## config.mk

```make
export PLATFORM = sky130hd
export DESIGN_NAME = hu_audioenc_dma_rd_arb
export DESIGN_NICKNAME = d
export VERILOG_FILES = /design/src/rtl/hu_audioenc_dma_pkg.sv /design/src/rtl/hu_audioenc_dma_rd_arb.sv
export SDC_FILE = /design/constraint.sdc
export NUM_CORES = 1
export LEC_CHECK = 0
export ABC_AREA = 1
export BUFFER_PORTS_ARGS = -buffer_cell sky130_fd_sc_hd__buf_4
export CORE_AREA = 2 2 158 160
export DETAILED_ROUTE_END_ITERATION = 6
export DIE_AREA = 0 0 160 162
export PLACE_DENSITY = 0.66
export SYNTH_ARGS = -nofsm -noshare
export SYNTH_HDL_FRONTEND = slang
export SYNTH_SLANG_ARGS = --single-unit
```

## constraint.sdc

```tcl
create_clock -name clk -period 3.4 [get_ports clk]
set_input_delay 0.85 -clock clk [delete_from_list [all_inputs] [get_ports clk]]
set_output_delay 0.85 -clock clk [all_outputs]
set_load 0.01 [all_outputs]
```

## src/rtl/hu_audioenc_dma_pkg.sv

```systemverilog
// Shared types and helpers for the audio-encoder DMA read arbiter.
// Holds the ctrl message layout, transfer-size encodings, the arbiter state
// enum and the beat-count calculation used when a burst is launched.
package hu_audioenc_dma_pkg;

   localparam int unsigned DATA_W = 64;
   localparam int unsigned IDX_W  = 32;
   localparam int unsigned LEN_W  = 32;
   localparam int unsigned SIZE_W = 3;
   localparam int unsigned MSG_W  = SIZE_W + LEN_W + IDX_W;

   // Transfer-size encodings (element = 2^size bytes)
   localparam logic [SIZE_W-1:0] SZ_BYTE  = 3'd0;
   localparam logic [SIZE_W-1:0] SZ_HWORD = 3'd1;
   localparam logic [SIZE_W-1:0] SZ_WORD  = 3'd2;
   localparam logic [SIZE_W-1:0] SZ_DWORD = 3'd3;

   // ctrl message, packed {size, length, index}
   typedef struct packed {
      logic [SIZE_W-1:0] size;
      logic [LEN_W-1:0]  length;
      logic [IDX_W-1:0]  index;
   } dma_ctrl_msg_t;

   typedef enum logic [1:0] {
      ST_IDLE = 2'd0,
      ST_CTRL = 2'd1,
      ST_DATA = 2'd2
   } dma_rd_state_e;

   // 64-bit beats needed for len elements: ceil(len * 2^size / 8).
   // Reserved size codes (>3) behave as a doubleword.
   function automatic logic [LEN_W-1:0] dma_beats(input logic [SIZE_W-1:0] size,
                                                  input logic [LEN_W-1:0]  len);
      logic [LEN_W+2:0] bytes;
      case (size)
         SZ_BYTE:  bytes = {3'b000, len};
         SZ_HWORD: bytes = {2'b00, len, 1'b0};
         SZ_WORD:  bytes = {1'b0, len, 2'b00};
         SZ_DWORD: bytes = {len, 3'b000};
         default:  bytes = {len, 3'b000};
      endcase
      bytes = bytes + (LEN_W+3)'(7);
      return bytes[LEN_W+2:3];
   endfunction

endpackage

```

## src/rtl/hu_audioenc_dma_rd_arb.sv

```systemverilog
// Two-way round-robin arbiter sharing one 64-bit DMA read port.
// req0 = audio-frame loader, req1 = coefficient/config-table loader.
// Ports:
//   clk, rst               clock, async active-high reset
//   reqN_ctrl_*            read-request handshake from requester N (msg {size,length,index})
//   reqN_chnl_*            read-data beats steered to requester N
//   dma_read_ctrl_*        request forwarded to the ESP DMA
//   dma_read_chnl_*        read-data beats from the ESP DMA
//   busy                   arbiter is serving a burst (state != IDLE)
//   grant_id               currently/last granted requester
module hu_audioenc_dma_rd_arb
   import hu_audioenc_dma_pkg::*;
(
   input  logic              clk,
   input  logic              rst,

   input  logic              req0_ctrl_val,
   output logic              req0_ctrl_rdy,
   input  logic [MSG_W-1:0]  req0_ctrl_msg,
   output logic              req0_chnl_val,
   input  logic              req0_chnl_rdy,
   output logic [DATA_W-1:0] req0_chnl_msg,

   input  logic              req1_ctrl_val,
   output logic              req1_ctrl_rdy,
   input  logic [MSG_W-1:0]  req1_ctrl_msg,
   output logic              req1_chnl_val,
   input  logic              req1_chnl_rdy,
   output logic [DATA_W-1:0] req1_chnl_msg,

   output logic              dma_read_ctrl_val,
   input  logic              dma_read_ctrl_rdy,
   output logic [MSG_W-1:0]  dma_read_ctrl_msg,
   input  logic              dma_read_chnl_val,
   output logic              dma_read_chnl_rdy,
   input  logic [DATA_W-1:0] dma_read_chnl_msg,

   output logic              busy,
   output logic              grant_id
);

   dma_rd_state_e    state_q, state_d;
   logic             grant_q, grant_d;
   logic             rr_ptr_q, rr_ptr_d;
   logic [LEN_W-1:0] beat_cnt_q, beat_cnt_d;

   dma_ctrl_msg_t    sel_msg;
   logic [LEN_W-1:0] burst_beats;
   logic             sel_chnl_rdy;

   // Granted requester's request and beat-ready
   assign sel_msg      = grant_q ? dma_ctrl_msg_t'(req1_ctrl_msg) : dma_ctrl_msg_t'(req0_ctrl_msg);
   assign burst_beats  = dma_beats(sel_msg.size, sel_msg.length);
   assign sel_chnl_rdy = grant_q ? req1_chnl_rdy : req0_chnl_rdy;

   // Beat data is fanned out; only the granted requester sees chnl_val
   assign req0_chnl_msg = dma_read_chnl_msg;
   assign req1_chnl_msg = dma_read_chnl_msg;

   assign busy     = (state_q != ST_IDLE);
   assign grant_id = grant_q;

   // Next-state and handshake steering
   always_comb begin
      state_d           = state_q;
      grant_d           = grant_q;
      rr_ptr_d          = rr_ptr_q;
      beat_cnt_d        = beat_cnt_q;
      req0_ctrl_rdy     = 1'b0;
      req1_ctrl_rdy     = 1'b0;
      req0_chnl_val     = 1'b0;
      req1_chnl_val     = 1'b0;
      dma_read_ctrl_val = 1'b0;
      dma_read_ctrl_msg = '0;
      dma_read_chnl_rdy = 1'b0;

      case (state_q)
         ST_IDLE: begin
            // Grant is registered here so no val->DMA combinational path exists
            if (req0_ctrl_val || req1_ctrl_val) begin
               grant_d = (req0_ctrl_val && req1_ctrl_val) ? rr_ptr_q : req1_ctrl_val;
               state_d = ST_CTRL;
            end
         end

         ST_CTRL: begin
            dma_read_ctrl_val = 1'b1;
            dma_read_ctrl_msg = sel_msg;
            req0_ctrl_rdy     = !grant_q && dma_read_ctrl_rdy;
            req1_ctrl_rdy     =  grant_q && dma_read_ctrl_rdy;
            if (dma_read_ctrl_rdy) begin
               beat_cnt_d = burst_beats;
               if (burst_beats == '0) begin
                  state_d  = ST_IDLE;
                  rr_ptr_d = ~grant_q;
               end else begin
                  state_d = ST_DATA;
               end
            end
         end

         ST_DATA: begin
            req0_chnl_val     = !grant_q && dma_read_chnl_val;
            req1_chnl_val     =  grant_q && dma_read_chnl_val;
            dma_read_chnl_rdy = sel_chnl_rdy;
            if (dma_read_chnl_val && sel_chnl_rdy) begin
               beat_cnt_d = beat_cnt_q - LEN_W'(1);
               if (beat_cnt_q == LEN_W'(1)) begin
                  state_d  = ST_IDLE;
                  rr_ptr_d = ~grant_q;
               end
            end
         end

         default: state_d = ST_IDLE;
      endcase
   end

   // State register
   always_ff @(posedge clk or posedge rst) begin
      if (rst) begin
         state_q    <= ST_IDLE;
         grant_q    <= 1'b0;
         rr_ptr_q   <= 1'b0;
         beat_cnt_q <= '0;
      end else begin
         state_q    <= state_d;
         grant_q    <= grant_d;
         rr_ptr_q   <= rr_ptr_d;
         beat_cnt_q <= beat_cnt_d;
      end
   end

   // The granted requester must hold its request until it is accepted
   a_ctrl_val_held: assert property (@(posedge clk) disable iff (rst)
      (state_q == ST_CTRL) |-> (grant_q ? req1_ctrl_val : req0_ctrl_val));

endmodule

```

==> results of run 1 <==
kinds of logic after synthesis:
| group | count (synthesis) | synth area share, % |
|---|---|---|
| fa+ha+maj | 2 | 0.336 |
| buf+inv | 282 | 22.1 |
| flops | 36 | 12.1 |
| simple gates | 912 | 51.3 |
| compound gates | 157 | 12.3 |
| xor+xnor | 15 | 1.76 |
| mux | 1 | 0.134 |
layout make-up:
| cell class | count | area [um^2] |
|---|---|---|
| Clock buffer | 7 | 143 |
| Clock inverter | 1 | 7.51 |
| Fill cell | 2577 | 13000 |
| Inverter | 104 | 402 |
| Multi-Input combinational cell | 1089 | 5600 |
| Sequential cell | 36 | 902 |
| Tap cell | 324 | 405 |
| Timing Repair Buffer | 461 | 3660 |
cells in the mapped netlist, drive strengths merged:
| master | number |
|---|---|
| inv | 102 |
| o22ai | 12 |
| ha | 2 |
| nand2 | 481 |
| or2 | 5 |
| nor4 | 4 |
| a21oi | 53 |
| nand3b | 5 |
| o211ai | 6 |
| clkbuf | 19 |
| o311ai | 2 |
| o21bai | 15 |
| xor2 | 15 |
| o221ai | 4 |
| o21ai | 55 |
| buf | 159 |
| a21boi | 1 |
| clkinv | 2 |
| dfrtp | 36 |
| o31ai | 2 |
| nor2 | 319 |
| nor3 | 8 |
| a22o | 3 |
| nand3 | 69 |
| mux2i | 1 |
| a31oi | 4 |
| nand4 | 21 |
metal layers:
metal / part of all wire, % / routed length, um / up-vias / track usage [%]
met5: 0 / 0 / - / 0
met3: 6.2 / 1900 / 82 / 3.58
li1: - / - / 4889 / -
met4: 3.5 / 1070 / 0 / 7.62
met2: 46 / 14000 / 362 / 34.5
met1: 45 / 13800 / 4350 / 30.3
final timing paths:
check                                   from        endpoint  slack [ps]  cells after the start
hold reg to reg                     rr_ptr_q        rr_ptr_q         490                      2
setup reg to reg                    grant_id      state_q[1]         190                     25
setup / recovery           req0_ctrl_msg[65]      state_q[1]         160                     25
max in group asynchronous                rst        grant_id        2360                      3
min in group asynchronous                rst  beat_cnt_q[31]         680                      3
hold / removal                      rr_ptr_q        rr_ptr_q         490                      2
critical path, cell delays in order:
cell and delay [ps]:
buf_4 120, inv_2 40, nand2_2 60, nand2_4 150
nand2_8 100, buf_6 130, nor2_4 200, nand2_2 90
nand3_2 80, nor2_2 60, nor2_4 160, nand2_4 80
buf_6 140, nor2_4 160, buf_6 120, nand3_1 70
nand2_1 60, nand2_1 70, nor2_1 120, nand2_1 80
nor2_2 90, nand3_2 120, buf_4 150, nand3_1 50
nand2_1 50
layout by cell type (no fill, tap or decap), types with 7 or more instances in the layout:
master / synthesis / final
a21oi_1: 51 / 51
buf_4: 136 / 422
o21bai_1: 14 / 8
inv_2: 2 / 8
nand3_2: 1 / 7
o21ai_0: 49 / 44
nand2_1: 467 / 393
o22ai_1: 12 / 12
nand2_2: 8 / 72
buf_6: 7 / 31
nand3_1: 67 / 60
nor2_2: 18 / 51
nand4_1: 21 / 21
nor2_4: 7 / 39
inv_1: 100 / 91
xor2_1: 15 / 15
o21ai_1: 6 / 9
nor2_1: 293 / 229
dfrtp_1: 36 / 35
nand2_4: 5 / 13
flip-flops by register name, summed over array words and instances, names as in the netlist:
name / cells
state_q: 2
rr_ptr_q: 1
beat_cnt_q: 32
grant_id: 1
per-stage QoR:
| step | std cells | hold WS, ps | total power [uW] |
|---|---|---|---|
| after floorplan | 1405 | 436 | 5280 |
| after global placement | 1968 | 479 | 8690 |
| after detailed placement | 1968 | 477 | 8740 |
| after CTS | 1979 | 491 | 9270 |
| after global routing | 2022 | 523 | 11700 |
| final | 2022 | 488 | 10700 |
repair_timing:
item | in CTS | in global routing
pin swaps | 2 | 114
buffers inserted | 3 | 40
hold endpoints to repair | 0 | 0
gates resized for setup | 4 | 248
setup endpoints to repair | 1 | 3
cloned | 0 | 4
power by group through the flow:
stage / logic [uW] / registers [uW] / clock network, uW
6_report: 9430 / 828 / 470
5_1_grt: 10300 / 862 / 498
4_1_cts: 7970 / 819 / 478
3_5_place_dp: 7920 / 820 / 0
3_3_place_gp: 7880 / 818 / 0
2_1_floorplan: 4500 / 782 / 0
==> results.json, run 1 <==
{
  "relSlewSlack_pct": 53.2,
  "netlist_instances": 1405,
  "fmax_mhz": 308,
  "io_buffers": 216,
  "pwr-share-comb_pct": 87.9,
  "crit_required_ps": 3580,
  "finalHoldViolCount": 0,
  "antenna_found_initial": 0,
  "fin_area_um2": 11100,
  "grtUsageTotal_pct": 21.9,
  "diodes": 0,
  "cts.clk_slew.worst_paths_ps": 60,
  "ant_nets": 0,
  "swShare_pct": 52.9,
  "synth_top_cell_area_share_pct": 23.5,
  "p_leak_uw": 0.00562,
  "wl_per_cell_um": 15.2,
  "place_congestion": 0.943,
  "avgSynthCellArea_um2": 5.30,
  "insertion_delay_ps": 290,
  "drv_cap": 0,
  "fin_crit_ps": 3240,
  "setup_viol": 0,
  "yosys_warnings": 0,
  "grt_overflow_total": 0,
  "wirelength_um": 30800,
  "switchingPower_uw": 5680,
  "cp.arrival_ps": 3420,
  "synth_fp_nets": 1613,
  "end_kind": "flip-flop",
  "h-tree-depth": 2,
  "crit_path_start_kind": "primary input",
  "area_growth_pct": 49.3,
  "initial_core_util_pct": 30.9,
  "utilization_pct": 46.2,
  "status": "finished, final reports clean",
  "clockPowerShare_pct": 4.4,
  "yosysSeqAreaShare_pct": 12.1,
  "first_pass_iters": 5,
  "synth_area_leaders": "nand2_1 24%, nor2_1 15%, buf_4 14%",
  "cts-buffers-inserted": 5,
  "grt_max_degree": 46,
  "powerDensity_nw_per_um2": 965,
  "dp_slack_ps": -359,
  "die_y_um": 162,
  "maxSlewViolCount": 0,
  "row_count": 57,
  "post-route-period-util_pct": 95.4,
  "peakVddDrop_v": 0.000392,
  "worst_pin_slew_ps": 701,
  "ys_ff_latch": 36,
  "core_area_um2": 24100,
  "die_w_um": 160,
  "worstPathMaxFanout": 5,
  "cts_tree": "done",
  "drtIter0Drc": 517,
  "design.die.area_um2": 25900,
  "clock-sinks": 36,
  "ctsHoldBuffers": 0,
  "synth_largest_area_cell": "nand2_1",
  "dp_hpwl_um": 24500,
  "fin_ws_ps": 156,
  "clockRootBuffer": "clkbuf_16",
  "syn_area_um2": 7450,
  "synth_cell_types": 43,
  "vias": 9683,
  "p_seq_share_pct": 7.7,
  "rsz0062_at_grt": "yes",
  "dpl_cell_area_um2": 9780,
  "ios": 409,
  "intPower_uw": 5050,
  "route.detailed.drc": 0,
  "cts_buffer_depth": 2,
  "drive_gt1_share_pct": 40.5,
  "grt_pass1_vias": 8789,
  "hold_path_class": "flip-flop to flip-flop",
  "skew_ps": 7.04,
  "grt_pass1_wl_um": 46000,
  "crit_type": "primary input to flip-flop",
  "vias_per_cell": 4.79,
  "finalNetCount": 1905,
  "setup_tns_ps": 0
}
Power figures use the tool's default switching activity.
==> run 2, diff against run 1 <==
ABC_AREA = 0   (was 1)
CORE_AREA = 2 2 157 159   (was 2 2 158 160)
DIE_AREA = 0 0 159 161   (was 0 0 160 162)
PLACE_DENSITY = 0.6   (was 0.66)
==> results.json, run 2 <==
{
  "drtIter0Drc": 604,
  "finalHoldViolCount": 0,
  "cpPeakStageDelay_ps": 430,
  "crit_path_start_kind": "primary input",
  "maxSlewViolCount": 0,
  "synth_top_cell_area_share_pct": 16.1,
  "cp_cell_sequence": "buf_8 -> nor4b_4 -> nor2_4 -> buf_6 -> o32a_1 -> a32o_2 -> or3_4 -> or4_4 -> or3_4 -> a211oi_2 -> nand3_1 -> buf_4 -> nor3_4 -> a211oi_2",
  "relSlewSlack_pct": 45.3,
  "netlist_instances": 844,
  "fmax_mhz": 271,
  "h-tree-depth": 2,
  "rsz0062_at_grt": "yes",
  "wl_per_cell_um": 20.9,
  "insertion_delay_ps": 290,
  "cp.arrival_ps": 3840,
  "drv_cap": 0,
  "drive_gt1_share_pct": 46.9,
  "synth_cell_types": 67,
  "ctsHoldBuffers": 0,
  "first_pass_iters": 5,
  "reg2reg_to": "rr_ptr_q",
  "crit_type": "primary input to flip-flop",
  "cts-buffers-inserted": 5,
  "finalNetCount": 1275,
  "regToRegStartpoint": "grant_id",
  "clock-sinks": 36,
  "synth_edf_count": 0,
  "dp_hpwl_um": 23900,
  "utilization_pct": 37.8,
  "io_buffers": 216,
  "ant_nets": 0,
  "synthTopCellsByCount": "129 x nor2_1, 128 x buf_4, 68 x mux2i_1",
  "synthArstFlopShare_pct": 100,
  "powerDensity_nw_per_um2": 807,
  "place_congestion": 0.929,
  "initial_core_util_pct": 24.9,
  "synth_area_leaders": "buf_4 16%, dfrtp_1 15%, mux2i_1 11%",
  "synthFlopType": "dfrtp_1",
  "cts_tree": "done",
  "hold_path_class": "flip-flop to flip-flop",
  "top_register": "beat_cnt_q",
  "setup_viol": 12,
  "clockRootBuffer": "clkbuf_16",
  "fin_ws_ps": -284,
  "worstPathMaxFanout": 6,
  "row_count": 57,
  "crit_end": "rr_ptr_q",
  "dp_slack_ps": -661,
  "grt_pass1_wl_um": 43100,
  "vias_per_cell": 5.12,
  "status": "finished with violations",
  "area_growth_pct": 51.6,
  "syn_area_um2": 5970,
  "avgSynthCellArea_um2": 7.08,
  "worst_pin_slew_ps": 798,
  "multi_input_area_um2": 4430,
  "die_w_um": 159,
  "fillCellCount": 2535,
  "post-route-period-util_pct": 108,
  "grt_overflow_total": 0,
  "final_common_cell": "buf_4",
  "violations": "negative setup slack",
  "crit_required_ps": 3560,
  "grt_max_degree": 44,
  "diodes": 0,
  "antenna_found_initial": 0,
  "synth_largest_area_cell": "buf_4",
  "grtUsageTotal_pct": 21.9,
  "largest_register_ffs": 32,
  "vias": 7127,
  "fin_crit_ps": 3680,
  "core_area_um2": 24000,
  "layout_common_cells": "375 x buf_4, 120 x nor2_1, 65 x mux2i_1",
  "peakVddDrop_v": 0.000281,
  "design.die.area_um2": 25600,
  "r2r_slack_ps": -280,
  "ys_ff_latch": 36,
  "grt_pass1_vias": 6917,
  "yosys_warnings": 0,
  "wirelength_um": 29100,
  "critPathSlowestCell": "or4_4",
  "yosysSeqAreaShare_pct": 15.1,
  "cts_buffer_depth": 2,
  "die_y_um": 161,
  "synth_most_common_cell": "nor2_1",
  "crit_path_start": "req1_ctrl_msg[64]",
  "cts.clk_slew.worst_paths_ps": 60,
  "skew_ps": 3.97,
  "p_leak_uw": 0.00410,
  "hold_slack_ps": 486,
  "end_kind": "flip-flop",
  "route.detailed.drc": 0,
  "dpl_cell_area_um2": 8390,
  "ff2ff_path_depth": 14,
  "reg_top3": "beat_cnt_q: 32 flops, state_q: 2 flops",
  "synth_fp_nets": 1052,
  "seqCellArea_um2": 905,
  "ios": 409,
  "fin_area_um2": 9060
}
## run 2: cell count changes after synthesis, sizes merged, moves of 15 or more
| cell | delta |
|---|---|
| o22ai | +42 |
| clkbuf | +20 |
| nand3 | -44 |
| buf | -18 |
| o2bb2ai | +18 |
| nand2 | -439 |
| mux2i | +68 |
| nand4 | -15 |
| inv | -91 |
| nor2 | -190 |
| xnor2 | +15 |
## run 2: worst min-delay path by stage
stage | from | to | depth (start not counted)
3_3_place_gp | beat_cnt_q[23] | beat_cnt_q[23] | 2
5_1_grt | beat_cnt_q[23] | beat_cnt_q[23] | 2
2_1_floorplan | beat_cnt_q[27] | beat_cnt_q[27] | 2
6_report | beat_cnt_q[23] | beat_cnt_q[23] | 2
4_1_cts | beat_cnt_q[23] | beat_cnt_q[23] | 2
3_5_place_dp | beat_cnt_q[23] | beat_cnt_q[23] | 2
## run 2: cell families after synthesis
family                   after synthesis  share of synthesized area, %
AO/OA/AOI/OAI                        229                          24.5
XOR/XNOR                              27                          3.96
adder cells (fa/ha/maj)                2                         0.419
buffers and inverters                191                          20.6
flip-flops                            36                          15.1
multiplexers                          74                          12.6
AND/OR/NAND/NOR                      285                          22.8
## run 2: report_power, final
group	total [uW]	leakage, uW	switching (uW)	internal (uW)
Sequential	860	0.000434	218	642
Clock	471	0.0000712	178	292
Combinational	5980	0.00359	3160	2820
Total	7310	0.00410	3560	3750
## run 2: routing by layer
metal	share of wire, %	track usage [%]	up-vias
met3	9.7	7.04	50
li1	-	-	3377
met2	47	35.9	367
met1	41	27.3	3331
met5	0.23	1.89	-
met4	2.4	6.61	2
## run 2: what timing repair did
action,in CTS,in global routing
resized for setup,53,46
setup buffers,8,1
endpoints found under the setup margin,19,21
pin swaps,28,24
## run 2: cell type report
cell class / count / share of cell area, %
repair buffers: 396 / 34.6
multi-input cells: 617 / 48.9
clock buffers: 8 / 1.62
inverters: 11 / 0.456
well taps: 324 / 4.48
flip-flops and latches: 36 / 9.99
## run 2: stage by stage
step	power (uW)	TNS (ps)	instances
2_1_floorplan	4070	-2050	844
4_1_cts	7110	-852	1392
3_5_place_dp	6410	-10460	1376
6_report	7310	-1080	1392
3_3_place_gp	6380	-9760	1376
5_1_grt	7860	-2550	1392
## run 2: worst max-delay path: cells and delay by family
kind	cells	cell delay [ps]
compound gates	4	660
buf+inv	3	430
simple gates	7	1900
